`src/rtl/axil_demux_if.sv`:
```
// axil_demux_if: bundles the upstream AXI4-Lite slave port (s0_axi_*) and the
// flattened NUM_M downstream master ports (m_axi_*) of axil_demux.
//   slave  modport : the demux's view (accepts s0 requests, drives m_* requests)
//   master modport : the surrounding system's view (drives s0 requests,
//                    answers on m_*)
// Downstream vectors carry port i at slice [i*W +: W]; per-port handshake
// bits are one bit per port.
`timescale 1ns/1ps
interface axil_demux_if #(
    parameter int DATA_WIDTH = 32,
    parameter int ADDR_WIDTH = 8,
    parameter int RESP_WIDTH = 2,
    parameter int NUM_M      = 4
);
    logic [ADDR_WIDTH-1:0]         s0_axi_awaddr;
    logic                          s0_axi_awvalid;
    logic                          s0_axi_awready;
    logic [DATA_WIDTH-1:0]         s0_axi_wdata;
    logic [DATA_WIDTH/8-1:0]       s0_axi_wstrb;
    logic                          s0_axi_wvalid;
    logic                          s0_axi_wready;
    logic [RESP_WIDTH-1:0]         s0_axi_bresp;
    logic                          s0_axi_bvalid;
    logic                          s0_axi_bready;
    logic [ADDR_WIDTH-1:0]         s0_axi_araddr;
    logic                          s0_axi_arvalid;
    logic                          s0_axi_arready;
    logic [DATA_WIDTH-1:0]         s0_axi_rdata;
    logic [RESP_WIDTH-1:0]         s0_axi_rresp;
    logic                          s0_axi_rvalid;
    logic                          s0_axi_rready;

    logic [NUM_M*ADDR_WIDTH-1:0]   m_axi_awaddr;
    logic [NUM_M-1:0]              m_axi_awvalid;
    logic [NUM_M-1:0]              m_axi_awready;
    logic [NUM_M*DATA_WIDTH-1:0]   m_axi_wdata;
    logic [NUM_M*DATA_WIDTH/8-1:0] m_axi_wstrb;
    logic [NUM_M-1:0]              m_axi_wvalid;
    logic [NUM_M-1:0]              m_axi_wready;
    logic [NUM_M*RESP_WIDTH-1:0]   m_axi_bresp;
    logic [NUM_M-1:0]              m_axi_bvalid;
    logic [NUM_M-1:0]              m_axi_bready;
    logic [NUM_M*ADDR_WIDTH-1:0]   m_axi_araddr;
    logic [NUM_M-1:0]              m_axi_arvalid;
    logic [NUM_M-1:0]              m_axi_arready;
    logic [NUM_M*DATA_WIDTH-1:0]   m_axi_rdata;
    logic [NUM_M*RESP_WIDTH-1:0]   m_axi_rresp;
    logic [NUM_M-1:0]              m_axi_rvalid;
    logic [NUM_M-1:0]              m_axi_rready;

    modport slave (
        input  s0_axi_awaddr, s0_axi_awvalid, output s0_axi_awready,
        input  s0_axi_wdata, s0_axi_wstrb, s0_axi_wvalid, output s0_axi_wready,
        output s0_axi_bresp, s0_axi_bvalid, input s0_axi_bready,
        input  s0_axi_araddr, s0_axi_arvalid, output s0_axi_arready,
        output s0_axi_rdata, s0_axi_rresp, s0_axi_rvalid, input s0_axi_rready,
        output m_axi_awaddr, m_axi_awvalid, input m_axi_awready,
        output m_axi_wdata, m_axi_wstrb, m_axi_wvalid, input m_axi_wready,
        input  m_axi_bresp, m_axi_bvalid, output m_axi_bready,
        output m_axi_araddr, m_axi_arvalid, input m_axi_arready,
        input  m_axi_rdata, m_axi_rresp, m_axi_rvalid, output m_axi_rready
    );

    modport master (
        output s0_axi_awaddr, s0_axi_awvalid, input s0_axi_awready,
        output s0_axi_wdata, s0_axi_wstrb, s0_axi_wvalid, input s0_axi_wready,
        input  s0_axi_bresp, s0_axi_bvalid, output s0_axi_bready,
        output s0_axi_araddr, s0_axi_arvalid, input s0_axi_arready,
        input  s0_axi_rdata, s0_axi_rresp, s0_axi_rvalid, output s0_axi_rready,
        input  m_axi_awaddr, m_axi_awvalid, output m_axi_awready,
        input  m_axi_wdata, m_axi_wstrb, m_axi_wvalid, output m_axi_wready,
        output m_axi_bresp, m_axi_bvalid, input m_axi_bready,
        input  m_axi_araddr, m_axi_arvalid, output m_axi_arready,
        output m_axi_rdata, m_axi_rresp, m_axi_rvalid, input m_axi_rready
    );
endinterface

```
`src/rtl/axil_demux.sv`:
```
// axil_demux: AXI4-Lite 1-to-NUM_M address demultiplexer.
// Port index = addr >> REGION_LOG2; indices >= NUM_M complete locally with
// DECERR and bump a saturating 16-bit counter. Read and write paths are
// independent FSMs, one outstanding transaction each. All outputs registered.
// Ports:
//   s0_axi_aclk     clock, rising edge
//   s0_axi_aresetn  asynchronous active-low reset
//   bus             axil_demux_if.slave (s0_axi_* upstream, m_axi_* downstream)
//   decerr_count    saturating count of DECERR responses (read + write)
//
// state    | meaning
// W_IDLE   | accepting AW and W independently, in any order
// W_FWD    | selected port awvalid/wvalid up until each handshakes
// W_BWAIT  | selected port bready up, waiting for its bvalid
// W_RESP   | s0 bvalid up, bresp held until s0 bready
// R_IDLE   | arready up, waiting for AR
// R_FWD    | selected port arvalid up until arready
// R_WAIT   | selected port rready up, waiting for its rvalid
// R_RESP   | s0 rvalid up, rdata/rresp held until s0 rready
`timescale 1ns/1ps
module axil_demux #(
    parameter int DATA_WIDTH  = 32,
    parameter int ADDR_WIDTH  = 8,
    parameter int RESP_WIDTH  = 2,
    parameter int NUM_M       = 4,
    parameter int REGION_LOG2 = 4
) (
    input  logic          s0_axi_aclk,
    input  logic          s0_axi_aresetn,
    axil_demux_if.slave   bus,
    output logic [15:0]   decerr_count
);
    localparam int STRB_W = DATA_WIDTH / 8;
    localparam int SEL_W  = (NUM_M > 1) ? $clog2(NUM_M) : 1;
    localparam logic [RESP_WIDTH-1:0] RESP_DECERR = RESP_WIDTH'(3);

    typedef enum logic [1:0] {W_IDLE, W_FWD, W_BWAIT, W_RESP} w_state_e;
    typedef enum logic [1:0] {R_IDLE, R_FWD, R_WAIT, R_RESP} r_state_e;

    function automatic logic is_mapped(input logic [ADDR_WIDTH-1:0] a);
        return 32'(a >> REGION_LOG2) < 32'(NUM_M);
    endfunction

    function automatic logic [SEL_W-1:0] port_of(input logic [ADDR_WIDTH-1:0] a);
        return SEL_W'(a >> REGION_LOG2);
    endfunction

    function automatic logic [NUM_M-1:0] onehot(input logic [SEL_W-1:0] s);
        logic [NUM_M-1:0] v;
        v = '0;
        for (int i = 0; i < NUM_M; i++) begin
            if (SEL_W'(i) == s) v[i] = 1'b1;
        end
        return v;
    endfunction

    // ---------------- write path ----------------
    w_state_e                    w_state_q, w_state_d;
    logic                        aw_got_q, aw_got_d, w_got_q, w_got_d;
    logic [ADDR_WIDTH-1:0]       awaddr_q, awaddr_d;
    logic [DATA_WIDTH-1:0]       wdata_q, wdata_d;
    logic [STRB_W-1:0]           wstrb_q, wstrb_d;
    logic [SEL_W-1:0]            w_sel_q, w_sel_d;
    logic                        awready_q, awready_d, wready_q, wready_d;
    logic                        bvalid_q, bvalid_d;
    logic [RESP_WIDTH-1:0]       bresp_q, bresp_d;
    logic [NUM_M-1:0]            m_awvalid_q, m_awvalid_d, m_wvalid_q, m_wvalid_d;
    logic [NUM_M-1:0]            m_bready_q, m_bready_d;
    logic [NUM_M*ADDR_WIDTH-1:0] m_awaddr_q, m_awaddr_d;
    logic [NUM_M*DATA_WIDTH-1:0] m_wdata_q, m_wdata_d;
    logic [NUM_M*STRB_W-1:0]     m_wstrb_q, m_wstrb_d;
    logic                        aw_hs, w_hs, w_dec;

    always_ff @(posedge s0_axi_aclk or negedge s0_axi_aresetn) begin
        if (!s0_axi_aresetn) begin
            w_state_q   <= W_IDLE;
            aw_got_q    <= 1'b0;
            w_got_q     <= 1'b0;
            awaddr_q    <= '0;
            wdata_q     <= '0;
            wstrb_q     <= '0;
            w_sel_q     <= '0;
            awready_q   <= 1'b0;
            wready_q    <= 1'b0;
            bvalid_q    <= 1'b0;
            bresp_q     <= '0;
            m_awvalid_q <= '0;
            m_wvalid_q  <= '0;
            m_bready_q  <= '0;
            m_awaddr_q  <= '0;
            m_wdata_q   <= '0;
            m_wstrb_q   <= '0;
        end else begin
            w_state_q   <= w_state_d;
            aw_got_q    <= aw_got_d;
            w_got_q     <= w_got_d;
            awaddr_q    <= awaddr_d;
            wdata_q     <= wdata_d;
            wstrb_q     <= wstrb_d;
            w_sel_q     <= w_sel_d;
            awready_q   <= awready_d;
            wready_q    <= wready_d;
            bvalid_q    <= bvalid_d;
            bresp_q     <= bresp_d;
            m_awvalid_q <= m_awvalid_d;
            m_wvalid_q  <= m_wvalid_d;
            m_bready_q  <= m_bready_d;
            m_awaddr_q  <= m_awaddr_d;
            m_wdata_q   <= m_wdata_d;
            m_wstrb_q   <= m_wstrb_d;
        end
    end

    always_comb begin
        w_state_d   = w_state_q;
        aw_got_d    = aw_got_q;
        w_got_d     = w_got_q;
        awaddr_d    = awaddr_q;
        wdata_d     = wdata_q;
        wstrb_d     = wstrb_q;
        w_sel_d     = w_sel_q;
        awready_d   = awready_q;
        wready_d    = wready_q;
        bvalid_d    = bvalid_q;
        bresp_d     = bresp_q;
        m_awvalid_d = m_awvalid_q;
        m_wvalid_d  = m_wvalid_q;
        m_bready_d  = m_bready_q;
        m_awaddr_d  = m_awaddr_q;
        m_wdata_d   = m_wdata_q;
        m_wstrb_d   = m_wstrb_q;
        w_dec       = 1'b0;
        aw_hs       = bus.s0_axi_awvalid & awready_q;
        w_hs        = bus.s0_axi_wvalid & wready_q;

        unique case (w_state_q)
            W_IDLE: begin
                if (aw_hs) awaddr_d = bus.s0_axi_awaddr;
                if (w_hs) begin
                    wdata_d = bus.s0_axi_wdata;
                    wstrb_d = bus.s0_axi_wstrb;
                end
                aw_got_d  = aw_got_q | aw_hs;
                w_got_d   = w_got_q | w_hs;
                // each ready drops right after its own handshake
                awready_d = ~aw_got_d;
                wready_d  = ~w_got_d;
                if (aw_got_d && w_got_d) begin
                    aw_got_d = 1'b0;
                    w_got_d  = 1'b0;
                    if (is_mapped(awaddr_d)) begin
                        w_sel_d     = port_of(awaddr_d);
                        m_awvalid_d = onehot(w_sel_d);
                        m_wvalid_d  = onehot(w_sel_d);
                        m_awaddr_d  = '0;
                        m_wdata_d   = '0;
                        m_wstrb_d   = '0;
                        for (int i = 0; i < NUM_M; i++) begin
                            if (SEL_W'(i) == w_sel_d) begin
                                m_awaddr_d[i*ADDR_WIDTH +: ADDR_WIDTH] = awaddr_d;
                                m_wdata_d[i*DATA_WIDTH +: DATA_WIDTH]  = wdata_d;
                                m_wstrb_d[i*STRB_W +: STRB_W]          = wstrb_d;
                            end
                        end
                        w_state_d = W_FWD;
                    end else begin
                        bresp_d   = RESP_DECERR;
                        bvalid_d  = 1'b1;
                        w_dec     = 1'b1;
                        w_state_d = W_RESP;
                    end
                end
            end
            W_FWD: begin
                m_awvalid_d = m_awvalid_q & ~bus.m_axi_awready;
                m_wvalid_d  = m_wvalid_q & ~bus.m_axi_wready;
                if (m_awvalid_d == '0 && m_wvalid_d == '0) begin
                    m_bready_d = onehot(w_sel_q);
                    w_state_d  = W_BWAIT;
                end
            end
            W_BWAIT: begin
                if ((m_bready_q & bus.m_axi_bvalid) != '0) begin
                    for (int i = 0; i < NUM_M; i++) begin
                        if (SEL_W'(i) == w_sel_q) bresp_d = bus.m_axi_bresp[i*RESP_WIDTH +: RESP_WIDTH];
                    end
                    m_bready_d = '0;
                    bvalid_d   = 1'b1;
                    w_state_d  = W_RESP;
                end
            end
            W_RESP: begin
                if (bus.s0_axi_bready) begin
                    bvalid_d  = 1'b0;
                    awready_d = 1'b1;
                    wready_d  = 1'b1;
                    w_state_d = W_IDLE;
                end
            end
            default: w_state_d = W_IDLE;
        endcase
    end

    // ---------------- read path ----------------
    r_state_e                    r_state_q, r_state_d;
    logic [SEL_W-1:0]            r_sel_q, r_sel_d;
    logic                        arready_q, arready_d;
    logic                        rvalid_q, rvalid_d;
    logic [DATA_WIDTH-1:0]       rdata_q, rdata_d;
    logic [RESP_WIDTH-1:0]       rresp_q, rresp_d;
    logic [NUM_M-1:0]            m_arvalid_q, m_arvalid_d, m_rready_q, m_rready_d;
    logic [NUM_M*ADDR_WIDTH-1:0] m_araddr_q, m_araddr_d;
    logic                        ar_hs, r_dec;

    always_ff @(posedge s0_axi_aclk or negedge s0_axi_aresetn) begin
        if (!s0_axi_aresetn) begin
            r_state_q   <= R_IDLE;
            r_sel_q     <= '0;
            arready_q   <= 1'b0;
            rvalid_q    <= 1'b0;
            rdata_q     <= '0;
            rresp_q     <= '0;
            m_arvalid_q <= '0;
            m_rready_q  <= '0;
            m_araddr_q  <= '0;
        end else begin
            r_state_q   <= r_state_d;
            r_sel_q     <= r_sel_d;
            arready_q   <= arready_d;
            rvalid_q    <= rvalid_d;
            rdata_q     <= rdata_d;
            rresp_q     <= rresp_d;
            m_arvalid_q <= m_arvalid_d;
            m_rready_q  <= m_rready_d;
            m_araddr_q  <= m_araddr_d;
        end
    end

    always_comb begin
        r_state_d   = r_state_q;
        r_sel_d     = r_sel_q;
        arready_d   = arready_q;
        rvalid_d    = rvalid_q;
        rdata_d     = rdata_q;
        rresp_d     = rresp_q;
        m_arvalid_d = m_arvalid_q;
        m_rready_d  = m_rready_q;
        m_araddr_d  = m_araddr_q;
        r_dec       = 1'b0;
        ar_hs       = bus.s0_axi_arvalid & arready_q;

        unique case (r_state_q)
            R_IDLE: begin
                // arready also rises here on the first edge after reset
                arready_d = 1'b1;
                if (ar_hs) begin
                    arready_d = 1'b0;
                    if (is_mapped(bus.s0_axi_araddr)) begin
                        r_sel_d     = port_of(bus.s0_axi_araddr);
                        m_arvalid_d = onehot(r_sel_d);
                        m_araddr_d  = '0;
                        for (int i = 0; i < NUM_M; i++) begin
                            if (SEL_W'(i) == r_sel_d) m_araddr_d[i*ADDR_WIDTH +: ADDR_WIDTH] = bus.s0_axi_araddr;
                        end
                        r_state_d = R_FWD;
                    end else begin
                        rdata_d   = '0;
                        rresp_d   = RESP_DECERR;
                        rvalid_d  = 1'b1;
                        r_dec     = 1'b1;
                        r_state_d = R_RESP;
                    end
                end
            end
            R_FWD: begin
                m_arvalid_d = m_arvalid_q & ~bus.m_axi_arready;
                if (m_arvalid_d == '0) begin
                    m_rready_d = onehot(r_sel_q);
                    r_state_d  = R_WAIT;
                end
            end
            R_WAIT: begin
                if ((m_rready_q & bus.m_axi_rvalid) != '0) begin
                    for (int i = 0; i < NUM_M; i++) begin
                        if (SEL_W'(i) == r_sel_q) begin
                            rdata_d = bus.m_axi_rdata[i*DATA_WIDTH +: DATA_WIDTH];
                            rresp_d = bus.m_axi_rresp[i*RESP_WIDTH +: RESP_WIDTH];
                        end
                    end
                    m_rready_d = '0;
                    rvalid_d   = 1'b1;
                    r_state_d  = R_RESP;
                end
            end
            R_RESP: begin
                if (bus.s0_axi_rready) begin
                    rvalid_d  = 1'b0;
                    arready_d = 1'b1;
                    r_state_d = R_IDLE;
                end
            end
            default: r_state_d = R_IDLE;
        endcase
    end

    // ---------------- DECERR counter (both paths may hit in one cycle) ----------------
    logic [15:0] decerr_q, decerr_d;
    logic [1:0]  dec_inc;
    logic [16:0] dec_sum;

    always_comb begin
        dec_inc  = {1'b0, w_dec} + {1'b0, r_dec};
        dec_sum  = {1'b0, decerr_q} + {15'b0, dec_inc};
        decerr_d = dec_sum[16] ? 16'hFFFF : dec_sum[15:0];
    end

    always_ff @(posedge s0_axi_aclk or negedge s0_axi_aresetn) begin
        if (!s0_axi_aresetn) decerr_q <= '0;
        else                 decerr_q <= decerr_d;
    end

    assign decerr_count       = decerr_q;
    assign bus.s0_axi_awready = awready_q;
    assign bus.s0_axi_wready  = wready_q;
    assign bus.s0_axi_bresp   = bresp_q;
    assign bus.s0_axi_bvalid  = bvalid_q;
    assign bus.s0_axi_arready = arready_q;
    assign bus.s0_axi_rdata   = rdata_q;
    assign bus.s0_axi_rresp   = rresp_q;
    assign bus.s0_axi_rvalid  = rvalid_q;
    assign bus.m_axi_awaddr   = m_awaddr_q;
    assign bus.m_axi_awvalid  = m_awvalid_q;
    assign bus.m_axi_wdata    = m_wdata_q;
    assign bus.m_axi_wstrb    = m_wstrb_q;
    assign bus.m_axi_wvalid   = m_wvalid_q;
    assign bus.m_axi_bready   = m_bready_q;
    assign bus.m_axi_araddr   = m_araddr_q;
    assign bus.m_axi_arvalid  = m_arvalid_q;
    assign bus.m_axi_rready   = m_rready_q;
endmodule

```
`src/flat_wrapper.sv`:
```
// flat-port wrapper written by rule: the top's interface ports become plain ports
module axil_demux_flat 
#(
    parameter int DATA_WIDTH  = 32,
    parameter int ADDR_WIDTH  = 8,
    parameter int RESP_WIDTH  = 2,
    parameter int NUM_M       = 4,
    parameter int REGION_LOG2 = 4
)
  (s0_axi_aclk, s0_axi_aresetn, decerr_count, bus_s0_axi_awaddr, bus_s0_axi_awvalid, bus_s0_axi_awready, bus_s0_axi_wdata, bus_s0_axi_wstrb, bus_s0_axi_wvalid, bus_s0_axi_wready, bus_s0_axi_bresp, bus_s0_axi_bvalid, bus_s0_axi_bready, bus_s0_axi_araddr, bus_s0_axi_arvalid, bus_s0_axi_arready, bus_s0_axi_rdata, bus_s0_axi_rresp, bus_s0_axi_rvalid, bus_s0_axi_rready, bus_m_axi_awaddr, bus_m_axi_awvalid, bus_m_axi_awready, bus_m_axi_wdata, bus_m_axi_wstrb, bus_m_axi_wvalid, bus_m_axi_wready, bus_m_axi_bresp, bus_m_axi_bvalid, bus_m_axi_bready, bus_m_axi_araddr, bus_m_axi_arvalid, bus_m_axi_arready, bus_m_axi_rdata, bus_m_axi_rresp, bus_m_axi_rvalid, bus_m_axi_rready);
  axil_demux_if #(.DATA_WIDTH(DATA_WIDTH), .ADDR_WIDTH(ADDR_WIDTH), .RESP_WIDTH(RESP_WIDTH), .NUM_M(NUM_M)) bus_i ();
  input  logic s0_axi_aclk;
  input  logic s0_axi_aresetn;
  output logic [15:0] decerr_count;
  input wire logic [$bits(bus_i.s0_axi_awaddr)-1:0] bus_s0_axi_awaddr;
  input wire logic [$bits(bus_i.s0_axi_awvalid)-1:0] bus_s0_axi_awvalid;
  output wire logic [$bits(bus_i.s0_axi_awready)-1:0] bus_s0_axi_awready;
  input wire logic [$bits(bus_i.s0_axi_wdata)-1:0] bus_s0_axi_wdata;
  input wire logic [$bits(bus_i.s0_axi_wstrb)-1:0] bus_s0_axi_wstrb;
  input wire logic [$bits(bus_i.s0_axi_wvalid)-1:0] bus_s0_axi_wvalid;
  output wire logic [$bits(bus_i.s0_axi_wready)-1:0] bus_s0_axi_wready;
  output wire logic [$bits(bus_i.s0_axi_bresp)-1:0] bus_s0_axi_bresp;
  output wire logic [$bits(bus_i.s0_axi_bvalid)-1:0] bus_s0_axi_bvalid;
  input wire logic [$bits(bus_i.s0_axi_bready)-1:0] bus_s0_axi_bready;
  input wire logic [$bits(bus_i.s0_axi_araddr)-1:0] bus_s0_axi_araddr;
  input wire logic [$bits(bus_i.s0_axi_arvalid)-1:0] bus_s0_axi_arvalid;
  output wire logic [$bits(bus_i.s0_axi_arready)-1:0] bus_s0_axi_arready;
  output wire logic [$bits(bus_i.s0_axi_rdata)-1:0] bus_s0_axi_rdata;
  output wire logic [$bits(bus_i.s0_axi_rresp)-1:0] bus_s0_axi_rresp;
  output wire logic [$bits(bus_i.s0_axi_rvalid)-1:0] bus_s0_axi_rvalid;
  input wire logic [$bits(bus_i.s0_axi_rready)-1:0] bus_s0_axi_rready;
  output wire logic [$bits(bus_i.m_axi_awaddr)-1:0] bus_m_axi_awaddr;
  output wire logic [$bits(bus_i.m_axi_awvalid)-1:0] bus_m_axi_awvalid;
  input wire logic [$bits(bus_i.m_axi_awready)-1:0] bus_m_axi_awready;
  output wire logic [$bits(bus_i.m_axi_wdata)-1:0] bus_m_axi_wdata;
  output wire logic [$bits(bus_i.m_axi_wstrb)-1:0] bus_m_axi_wstrb;
  output wire logic [$bits(bus_i.m_axi_wvalid)-1:0] bus_m_axi_wvalid;
  input wire logic [$bits(bus_i.m_axi_wready)-1:0] bus_m_axi_wready;
  input wire logic [$bits(bus_i.m_axi_bresp)-1:0] bus_m_axi_bresp;
  input wire logic [$bits(bus_i.m_axi_bvalid)-1:0] bus_m_axi_bvalid;
  output wire logic [$bits(bus_i.m_axi_bready)-1:0] bus_m_axi_bready;
  output wire logic [$bits(bus_i.m_axi_araddr)-1:0] bus_m_axi_araddr;
  output wire logic [$bits(bus_i.m_axi_arvalid)-1:0] bus_m_axi_arvalid;
  input wire logic [$bits(bus_i.m_axi_arready)-1:0] bus_m_axi_arready;
  input wire logic [$bits(bus_i.m_axi_rdata)-1:0] bus_m_axi_rdata;
  input wire logic [$bits(bus_i.m_axi_rresp)-1:0] bus_m_axi_rresp;
  input wire logic [$bits(bus_i.m_axi_rvalid)-1:0] bus_m_axi_rvalid;
  output wire logic [$bits(bus_i.m_axi_rready)-1:0] bus_m_axi_rready;
  assign bus_i.s0_axi_awaddr = bus_s0_axi_awaddr;
  assign bus_i.s0_axi_awvalid = bus_s0_axi_awvalid;
  assign bus_s0_axi_awready = bus_i.s0_axi_awready;
  assign bus_i.s0_axi_wdata = bus_s0_axi_wdata;
  assign bus_i.s0_axi_wstrb = bus_s0_axi_wstrb;
  assign bus_i.s0_axi_wvalid = bus_s0_axi_wvalid;
  assign bus_s0_axi_wready = bus_i.s0_axi_wready;
  assign bus_s0_axi_bresp = bus_i.s0_axi_bresp;
  assign bus_s0_axi_bvalid = bus_i.s0_axi_bvalid;
  assign bus_i.s0_axi_bready = bus_s0_axi_bready;
  assign bus_i.s0_axi_araddr = bus_s0_axi_araddr;
  assign bus_i.s0_axi_arvalid = bus_s0_axi_arvalid;
  assign bus_s0_axi_arready = bus_i.s0_axi_arready;
  assign bus_s0_axi_rdata = bus_i.s0_axi_rdata;
  assign bus_s0_axi_rresp = bus_i.s0_axi_rresp;
  assign bus_s0_axi_rvalid = bus_i.s0_axi_rvalid;
  assign bus_i.s0_axi_rready = bus_s0_axi_rready;
  assign bus_m_axi_awaddr = bus_i.m_axi_awaddr;
  assign bus_m_axi_awvalid = bus_i.m_axi_awvalid;
  assign bus_i.m_axi_awready = bus_m_axi_awready;
  assign bus_m_axi_wdata = bus_i.m_axi_wdata;
  assign bus_m_axi_wstrb = bus_i.m_axi_wstrb;
  assign bus_m_axi_wvalid = bus_i.m_axi_wvalid;
  assign bus_i.m_axi_wready = bus_m_axi_wready;
  assign bus_i.m_axi_bresp = bus_m_axi_bresp;
  assign bus_i.m_axi_bvalid = bus_m_axi_bvalid;
  assign bus_m_axi_bready = bus_i.m_axi_bready;
  assign bus_m_axi_araddr = bus_i.m_axi_araddr;
  assign bus_m_axi_arvalid = bus_i.m_axi_arvalid;
  assign bus_i.m_axi_arready = bus_m_axi_arready;
  assign bus_i.m_axi_rdata = bus_m_axi_rdata;
  assign bus_i.m_axi_rresp = bus_m_axi_rresp;
  assign bus_i.m_axi_rvalid = bus_m_axi_rvalid;
  assign bus_m_axi_rready = bus_i.m_axi_rready;
  axil_demux #(.DATA_WIDTH(DATA_WIDTH), .ADDR_WIDTH(ADDR_WIDTH), .RESP_WIDTH(RESP_WIDTH), .NUM_M(NUM_M), .REGION_LOG2(REGION_LOG2)) u_core (.s0_axi_aclk(s0_axi_aclk), .s0_axi_aresetn(s0_axi_aresetn), .bus(bus_i), .decerr_count(decerr_count));
endmodule
```
`config.mk`:
```
export PLATFORM = sky130hd
export DESIGN_NAME = axil_demux_flat
export DESIGN_NICKNAME = d
export VERILOG_FILES = /design/src/rtl/axil_demux_if.sv /design/src/rtl/axil_demux.sv /design/src/flat_wrapper.sv
export SDC_FILE = /design/constraint.sdc
export NUM_CORES = 1
export LEC_CHECK = 0
export ABC_AREA = 1
export CAP_MARGIN = 20
export CELL_PAD_IN_SITES_DETAIL_PLACEMENT = 0
export CELL_PAD_IN_SITES_GLOBAL_PLACEMENT = 1
export CORE_UTILIZATION = 36
export CTS_CLUSTER_SIZE = 10
export DETAILED_ROUTE_END_ITERATION = 6
export PLACE_DENSITY = 0.9
export SYNTH_ARGS = -nofsm -noshare
export SYNTH_HDL_FRONTEND = slang
export SYNTH_SLANG_ARGS = --single-unit
```
`constraint.sdc`:
```
create_clock -name s0_axi_aclk -period 5.39 [get_ports s0_axi_aclk]
set_input_delay 1.078 -clock s0_axi_aclk [delete_from_list [all_inputs] [get_ports s0_axi_aclk]]
set_output_delay 1.078 -clock s0_axi_aclk [all_outputs]
set_load 0.1 [all_outputs]
```
* Word-level counts from Yosys, hierarchy flattened
Cells that the tools add are included.
Operators by class: bitwise gates (word level) 15, reductions and logical operators 37, $lt $le $gt $ge 2, muxes and demuxes 110, add/subtract/negate cells 2, equal/unequal tests 32
Operators by type and width (count):
- 32-bit 2-to-1 mux | 12
- 8-bit 2-to-1 mux | 10
- 32-bit one-hot mux with 2 select lines | 1
- 4-bit 2-to-1 mux | 13
- 2-bit 2-to-1 mux | 24
- 4-bit one-hot mux with 2 select lines | 5
- 1-bit 2-to-1 mux | 35
- 4-bit bitwise AND | 5
- 5-bit AND reduction | 4
- 3-bit AND reduction | 6
- 16-bit by 2-bit adder with 17-bit output | 1
- 2-bit equality test, first input constant | 8
- 16-bit 2-to-1 mux | 1
- 2-bit by 1-bit != test with 1-bit output, second input constant | 8
- 2-bit one-hot mux with 4 select lines | 2
- 2-bit nonzero test | 8
- 2-bit zero test | 6
- 4-bit zero test | 3
- 4-bit NOT | 3
- 5-bit by 1-bit != test with 1-bit output, second input constant | 2
- 1-bit by 2-bit equality test with 1-bit output, first input constant | 4
- 2-bit equality test, second input constant | 4
- 4-bit by 3-bit < comparator with 1-bit output, second input constant | 2
- 2-bit != test, second input constant | 4
- 13 further kinds | 27
Word-level totals: output and inout port bits 285, bits in registers 339, input bits 223, word-level logic and storage cells 225

* Logic depth before layout (Yosys ltp)
Gate-level depths: netlist of run 1.
word-level depth 10, mapped depth 14, mapped depth without buffers 14

* Worst setup path after synthesis of run 1
OpenSTA, ideal clock, no wires.
path type register to register, start point register u_core.awready_q, in the netlist u_core.bus.s0_axi_awready, end point register u_core.decerr_q[14], in the netlist u_core.decerr_count[14], buffers on the path 0, arrival 3110 ps, setup slack 2149 ps, cell stages (with the launch flop) 14, period minus slack after synthesis 3241 ps, path through dfrtp_1 nand2_2 nand2_1 nand2_2 nand2_1 nand3_1 fa_1 inv_1 ha_1 inv_1 nor3_1 nand3_1 o21ai_0 nand3_1
Between the ends: word-level cells in the longest chain between the ends 10, elaborated cells on any way between the ends 12, those cells by class add/sub (2); order compare (1); mux (6); bitwise (2); reduce/logical (1)
Ends and longest elaborated chain:
- start: declaration | RTL line axil_demux.sv:64 | logic awready_q, awready_d, wready_q, wready_d;
- start signal: assignment | RTL line axil_demux.sv:101 | awready_q <= awready_d;
- 1-bit bitwise AND * | RTL line axil_demux.sv:133 | aw_hs = bus.s0_axi_awvalid & awready_q;
- 8-bit 2-to-1 mux | RTL line axil_demux.sv:138 | if (aw_hs) awaddr_d = bus.s0_axi_awaddr;
- 8-bit 2-to-1 mux | RTL line axil_demux.sv:136 | unique case (w_state_q)
- 4-bit by 3-bit < comparator with 1-bit output | RTL line axil_demux.sv:41 | return 32'(a >> REGION_LOG2) < 32'(NUM_M);
- 1-bit 2-to-1 mux | RTL line axil_demux.sv:151 | if (is_mapped(awaddr_d)) begin
- 1-bit 2-to-1 mux * | RTL line axil_demux.sv:148 | if (aw_got_d && w_got_d) begin
- 1-bit 2-to-1 mux * | RTL line axil_demux.sv:136
- 1-bit by 1-bit adder with 2-bit output * | RTL line axil_demux.sv:312 | dec_inc = {1'b0, w_dec} + {1'b0, r_dec};
- 16-bit by 2-bit adder with 17-bit output * | RTL line axil_demux.sv:313 | dec_sum = {1'b0, decerr_q} + {15'b0, dec_inc};
- 16-bit 2-to-1 mux * | RTL line axil_demux.sv:314 | decerr_d = dec_sum[16] ? 16'hFFFF : dec_sum[15:0];
- net u_core.decerr_d[14] | RTL line axil_demux.sv:307 | logic [15:0] decerr_q, decerr_d;
- end signal: assignment | RTL line axil_demux.sv:319 | else decerr_q <= decerr_d;
- end: declaration | RTL line axil_demux.sv:307
Mark *: on every way through the listed nets, which the timed path passes. The rest lies on a longest branch. The select of a mux whose other input is x is not followed. A chain may end at the register's enable or synchronous reset.

* Final worst setup path of run 1
start point input port bus_s0_axi_awvalid, end point register u_core.decerr_q[13], in the netlist u_core.decerr_count[13]
Between the ends: word-level cells in the longest chain between the ends 10, elaborated cells on any way between the ends 12, those cells by class add/sub (2); order compare (1); mux (6); bitwise (2); reduce/logical (1)
Ends and longest elaborated chain:
- start: declaration | RTL line flat_wrapper.sv:16 | input wire logic [$bits(bus_i.s0_axi_awvalid)-1:0] bus_s0_axi_awvalid;
- 1-bit bitwise AND * | RTL line axil_demux.sv:133
- 8-bit 2-to-1 mux | RTL line axil_demux.sv:138
- 8-bit 2-to-1 mux | RTL line axil_demux.sv:136
- 4-bit by 3-bit < comparator with 1-bit output | RTL line axil_demux.sv:41
- 1-bit 2-to-1 mux | RTL line axil_demux.sv:151
- 1-bit 2-to-1 mux * | RTL line axil_demux.sv:148
- 1-bit 2-to-1 mux * | RTL line axil_demux.sv:136
- 1-bit by 1-bit adder with 2-bit output * | RTL line axil_demux.sv:312
- 16-bit by 2-bit adder with 17-bit output * | RTL line axil_demux.sv:313
- 16-bit 2-to-1 mux * | RTL line axil_demux.sv:314
- net u_core.decerr_d[13] | RTL line axil_demux.sv:307
Marked as above.

==> impl_metrics.tcl, run 1 <==
set metrics [dict create \
    placed_area_um2 21300 \
    dieArea_um2 45400 \
    clockRootBuffer "clkbuf_16" \
    synth_cells 2006 \
    finalCritPeriodShare_pct 73.6 \
    post-route-cell-area_um2 22500 \
    htree_num_levels 2 \
    final_layout_size_suffix_gt1_share_pct 5.88 \
    core-area_um2 43600 \
    initial_core_util_pct 36.8 \
    hold_buffers 0 \
    area_growth_pct 40.3 \
    fin_tns_setup_ps 0 \
    numCtsBuffers 41 \
    grt_antenna_before_repair 4 \
    io-pin-count 508 \
    cts_sinks 337 \
    hp-start "u_core.bus.m_axi_araddr[14]" \
    cp_max_fo 14 \
    grtUsageTotal_pct 22.9 \
    synth_area_um2 16000 \
    post_cts_buffers 0 \
    portBuffers 507 \
    place_ws_ps 842 \
    required_ps 5860 \
    first_pass_iters 5 \
    min_path_type "reg -> reg" \
    cts_tree "done" \
    worstRegToRegCells 12 \
    maxSlewViolCount 0 \
    clock_skew_ps 13.4 \
    insertion_delay_ps 560 \
    maxCapViolCount 0 \
    yosysSeqAreaShare_pct 52.6 \
    synth-edff-count 0 \
    hold_viol 0 \
    crit_end "u_core.decerr_count[13]" \
    post-route-drc-count 0 \
    fin_ws_ps 1420 \
    synthArstFlopShare_pct 100 \
    criticalPathCategory "in -> reg" \
    hpwlAfterDp_um 38100 \
    overflow 0 \
    wl_um 53000 \
    clk_pin_slew_ps 60 \
    cp.arrival_ps 4440 \
    synth.avg_cell_area_um2 8.00 \
    wl_per_cell_um 17.3 \
    rsz0062_at_grt "no" \
    synth_warnings 0 \
    crit_path_end_kind "flip-flop" \
    startpoint_type "primary input" \
    max_slew_margin_pct 25.7 \
    gp_congestion 0.850 \
    grt_pass1_vias 14300 \
    routed_via_density 4.77 \
    crit_start "bus_s0_axi_awvalid" \
    fin_crit_ps 3970 \
    cts_buffer_depth 3 \
    r2r-start "u_core.bus.s0_axi_awready" \
    grt_pass1_wl_um 80100 \
    final_nets 2698 \
    r2r_end "u_core.decerr_count[13]" \
    rows 76 \
    synth-seq-cells 337 \
    die_h_um 213 \
    cts_resized 0 \
    tightest_slew_ps 1110 \
    synth_ff_type "dfrtp_1" \
    yosysUniqueCellTypes 30 \
    outcome "completed" \
    setup_viol 0 \
    finish.utilization_pct 51.7 \
    dieWidth_um 213 \
    rrSetupSlack_ps 2010 \
    vias 14600 \
    synth.net_count 2249 \
    drt_iter0_drc 990 \
    fmax_mhz 252 \
    grt_max_degree 131 \
    ant_nets 0 \
]
[Yosys cell counts (all sizes together) (9+ instances only)]
cell	n	area share (%)
inv	178	4.2
o21ai	358	12
nor3	9	0.28
nand3	121	3.8
clkbuf	58	1.4
nand4	10	0.48
nor2	53	1.2
or2	37	1.4
ha	19	1.5
nand2	744	18
a21oi	10	0.31
dfrtp	337	53
buf	56	2.8
[final cells by class]
cell class                      instances  area, µm²
Tap cell                              585        732
Clock buffer                           50       1080
Multi-Input combinational cell       1375       6270
Sequential cell                       337       8430
Inverter                              180        676
Antenna cell                            4       10.0
Fill cell                            4142      21000
Clock inverter                          6       56.3
Timing Repair Buffer                  520       5250
[layer usage]
layer	wire, µm	vias up	track usage, %
met5	0	-	0
met4	2020	0	10.2
met3	4060	101	5.84
met2	25800	438	38.8
met1	21200	6840	27.2
li1	-	7215	-
[layout by cell type, fill, tap and decap left out]
| cell | count |
|---|---|
| buf_4 | 7 |
| nand2_1 | 735 |
| nand3_1 | 121 |
| nor2_1 | 53 |
| nand4_4 | 1 |
| inv_6 | 2 |
| dfrtp_1 | 337 |
| o21a_1 | 4 |
| o22a_1 | 1 |
| nand3b_1 | 2 |
| ha_1 | 18 |
| inv_1 | 169 |
| clkdlybuf4s50_1 | 506 |
| nand4_1 | 9 |
| or2_2 | 37 |
| nor3_1 | 9 |
| clkbuf_8 | 2 |
| o21ai_2 | 25 |
| clkinv_1 | 2 |
| a22o_1 | 1 |
| a21oi_1 | 10 |
| o21ai_1 | 131 |
| diode_2 | 4 |
| clkbuf_1 | 7 |
| xor2_1 | 3 |
| clkinv_2 | 2 |
| o21ai_0 | 202 |
| xnor2_1 | 1 |
| clkinv_4 | 1 |
| inv_16 | 1 |
| clkbuf_16 | 41 |
| ha_2 | 1 |
| a31oi_1 | 1 |
| buf_8 | 1 |
| nand2_2 | 9 |
| inv_2 | 9 |
| buf_12 | 6 |
| fa_1 | 1 |
[stage by stage]
stage,std cells,hold WS (ps)
3_3_place_gp,2995,448
5_1_grt,3057,476
2_1_floorplan,2006,453
6_report,3057,465
4_1_cts,3051,467
3_5_place_dp,2995,452
[cells by family after synthesis]
kind of cell	count (synthesis)	share of synthesized area, %
fa+ha+maj	20	1.61
compound gates	375	12.4
flops	337	52.6
xor+xnor	4	0.218
simple gates	976	24.8
buf+inv	294	8.40
[worst min-delay path by stage]
stage               depth (start not counted)                          end
floorplan                                   2           u_core.awaddr_q[0]
global placement                            2  u_core.bus.m_axi_araddr[31]
detailed placement                          2  u_core.bus.m_axi_araddr[15]
CTS                                         2  u_core.bus.m_axi_araddr[15]
global route                                2  u_core.bus.m_axi_araddr[15]
finish                                      2  u_core.bus.m_axi_araddr[14]
[state kept, by name (all words and copies together), names as in the netlist, 4 cells and up]
name                      count
u_core.wdata_q               32
u_core.bus.m_axi_wstrb       16
u_core.bus.m_axi_wvalid       4
u_core.decerr_count          16
u_core.bus.m_axi_wdata      128
u_core.bus.m_axi_arvalid      4
u_core.awaddr_q               8
u_core.bus.m_axi_araddr      31
u_core.bus.m_axi_awvalid      4
u_core.bus.m_axi_rready       4
u_core.bus.m_axi_awaddr      31
u_core.bus.s0_axi_rdata      32
u_core.wstrb_q                4
u_core.bus.m_axi_bready       4
[critical path: stages]
cell,delay [ps]
clkdlybuf4s50_1,550
nand2_2,210
nand2_1,140
nand2_2,90
nand2_1,90
nand3_1,140
fa_1,450
inv_1,70
ha_1,160
inv_1,70
nor3_1,570
nand4_1,580
nand3b_1,250
Power of run 1 is not shown: default switching activity piles up to over one toggle a cycle in this logic, so the estimate is an artifact.
==> inputs of run 2 (changes only) <==
- CORE_UTILIZATION: 36 -> 34
- PLACE_DENSITY: 0.9 -> 0.86
- clock period: 5.39 -> 3.8 ns (I/O delays scaled with it)
==> run 2 against run 1 <==
  * Die area rose by 5.8%
  * Non-clock buffer count rose by 21
  * First-iteration DRC count fell by 4.3%
  * Critical path depth rose by 1
  * Sequential share of layout area fell by 0.61 points
  * Wire length rose by 2.2%
  * Clock skew rose by 4.6 ps
  * Flip-flop and latch count did not move
  * Largest cell class unchanged
  * Worst hold slack got worse by 260 ps
  * Setup slack got worse by 800 ps
  * Count of clock-buffer cells in the layout rose by 8
  * Utilization fell by 2.5 points
==> impl_metrics.tcl, run 2 (same netlist as run 1, synthesis figures left out) <==
set metrics [dict create \
    first_pass_iters 5 \
    drt_iter0_drc 947 \
    crit_end "u_core.decerr_count[13]" \
    fillers 4436 \
    tightest_slew_ps 1100 \
    required_ps 4280 \
    grt_pass1_vias 14700 \
    routed_via_density 4.76 \
    initial_core_util_pct 34.5 \
    maxSlewViolCount 0 \
    layout.cells.most_common "nand2_1" \
    crit_path_end_kind "flip-flop" \
    dieArea_um2 48100 \
    vias 14800 \
    wl_um 54200 \
    clk_pin_slew_ps 60 \
    grt_antenna_before_repair 9 \
    setup_viol 0 \
    fmax_mhz 314 \
    final_cell_mix "735 x nand2_1, 502 x clkdlybuf4s50_1, 337 x dfrtp_1" \
    portBuffers 507 \
    max_slew_margin_pct 26.4 \
    post_cts_buffers 0 \
    fin_crit_ps 3180 \
    die_h_um 219 \
    insertion_delay_ps 570 \
    cp_max_fo 11 \
    hold_viol 0 \
    wl_per_cell_um 17.4 \
    criticalPathCategory "in -> reg" \
    cts_sinks 337 \
    r2r-start "u_core.w_state_q[1]" \
    r2r_end "u_core.decerr_count[13]" \
    clock_skew_ps 17.9 \
    grtUsageTotal_pct 22.2 \
    dieWidth_um 219 \
    cp.arrival_ps 3660 \
    cts_buffer_depth 3 \
    hold_buffers 0 \
    finalCritPeriodShare_pct 83.8 \
    clockRootBuffer "clkbuf_16" \
    post-route-drc-count 0 \
    rows 79 \
    cp_slowest_cell "clkdlybuf4s50_1" \
    worstRegToRegCells 11 \
    htree_num_levels 2 \
    startpoint_type "primary input" \
    min_path_type "in -> async" \
    finish.utilization_pct 49.2 \
    largest_reg_flops 128 \
    worstPathCellList "clkdlybuf4s50_1 -> nand2_2 -> nand2_1 -> nand2_2 -> nand2_1 -> nand3_1 -> fa_1 -> inv_1 -> ha_1 -> inv_1 -> nor3_1 -> buf_4 -> nand4_1 -> nand3b_1" \
    grt_pass1_wl_um 82500 \
    rsz0062_at_grt "no" \
    cpPeakStageDelay_ps 600 \
    io-pin-count 508 \
    rrSetupSlack_ps 820 \
    ant_nets 0 \
    maxCapViolCount 0 \
    final_layout_size_suffix_gt1_share_pct 6.93 \
    fin_tns_setup_ps 0 \
    outcome "completed" \
    gp_congestion 0.856 \
    cts_resized 0 \
    area_growth_pct 42.6 \
    cts_tree "done" \
    overflow 0 \
    hpwlAfterDp_um 39500 \
    grt_max_degree 96 \
    final_nets 2720 \
    crit_start "bus_s0_axi_awvalid" \
    core-area_um2 46600 \
    numCtsBuffers 42 \
]
==> run 2: worst min path at each step <==
| stage | start | end | cells after the start |
|---|---|---|---|
| 6_report | s0_axi_aresetn | u_core.w_state_q[1] | 1 |
| 5_1_grt | s0_axi_aresetn | u_core.w_state_q[0] | 1 |
| 3_3_place_gp | u_core.bus.m_axi_araddr[7] | u_core.bus.m_axi_araddr[7] | 2 |
| 3_5_place_dp | u_core.bus.m_axi_araddr[31] | u_core.bus.m_axi_araddr[31] | 2 |
| 2_1_floorplan | u_core.awaddr_q[0] | u_core.awaddr_q[0] | 2 |
| 4_1_cts | s0_axi_aresetn | u_core.bus.m_axi_awaddr[27] | 1 |
==> run 2: metal layers <==
layer  vias to the layer above  share of wire, %  global-route usage (%)
met3                       113               7.8                    5.95
met5                         -             0.050                       0
met4                         4               4.4                    11.2
met2                       476                48                    37.0
li1                       7285                 -                       -
met1                      6943                40                    26.2
==> run 2: per-stage QoR <==
step | instances | setup WS [ps] | cell area (µm²) | hold WS, ps
after detailed placement | 3040 | 61.0 | 21600 | 450
after global routing | 3111 | 293 | 22900 | 271
final | 3111 | 617 | 22900 | 209
after global placement | 3040 | 125 | 21600 | 452
after CTS | 3104 | 665 | 22900 | 242
after floorplan | 2006 | 559 | 16000 | 453
==> run 2: area by class of cell <==
cell class | instances | area, µm² | area share [%]
inverters | 180 | 676 | 2.95
flip-flops and latches | 337 | 8430 | 36.9
diodes | 7 | 17.5 | 0.0765
clock buffers | 58 | 1160 | 5.07
well taps | 607 | 759 | 3.32
repair buffers | 541 | 5460 | 23.9
clock inverters | 6 | 101 | 0.443
multi-input cells | 1375 | 6270 | 27.4
==> run 2: worst max-delay path: cells and delay by family <==
family        cells  cell delay [ps]
simple gates      8             1380
buf+inv           4              900
fa+ha+maj         2              620
Power of run 2 is left out for the same reason.
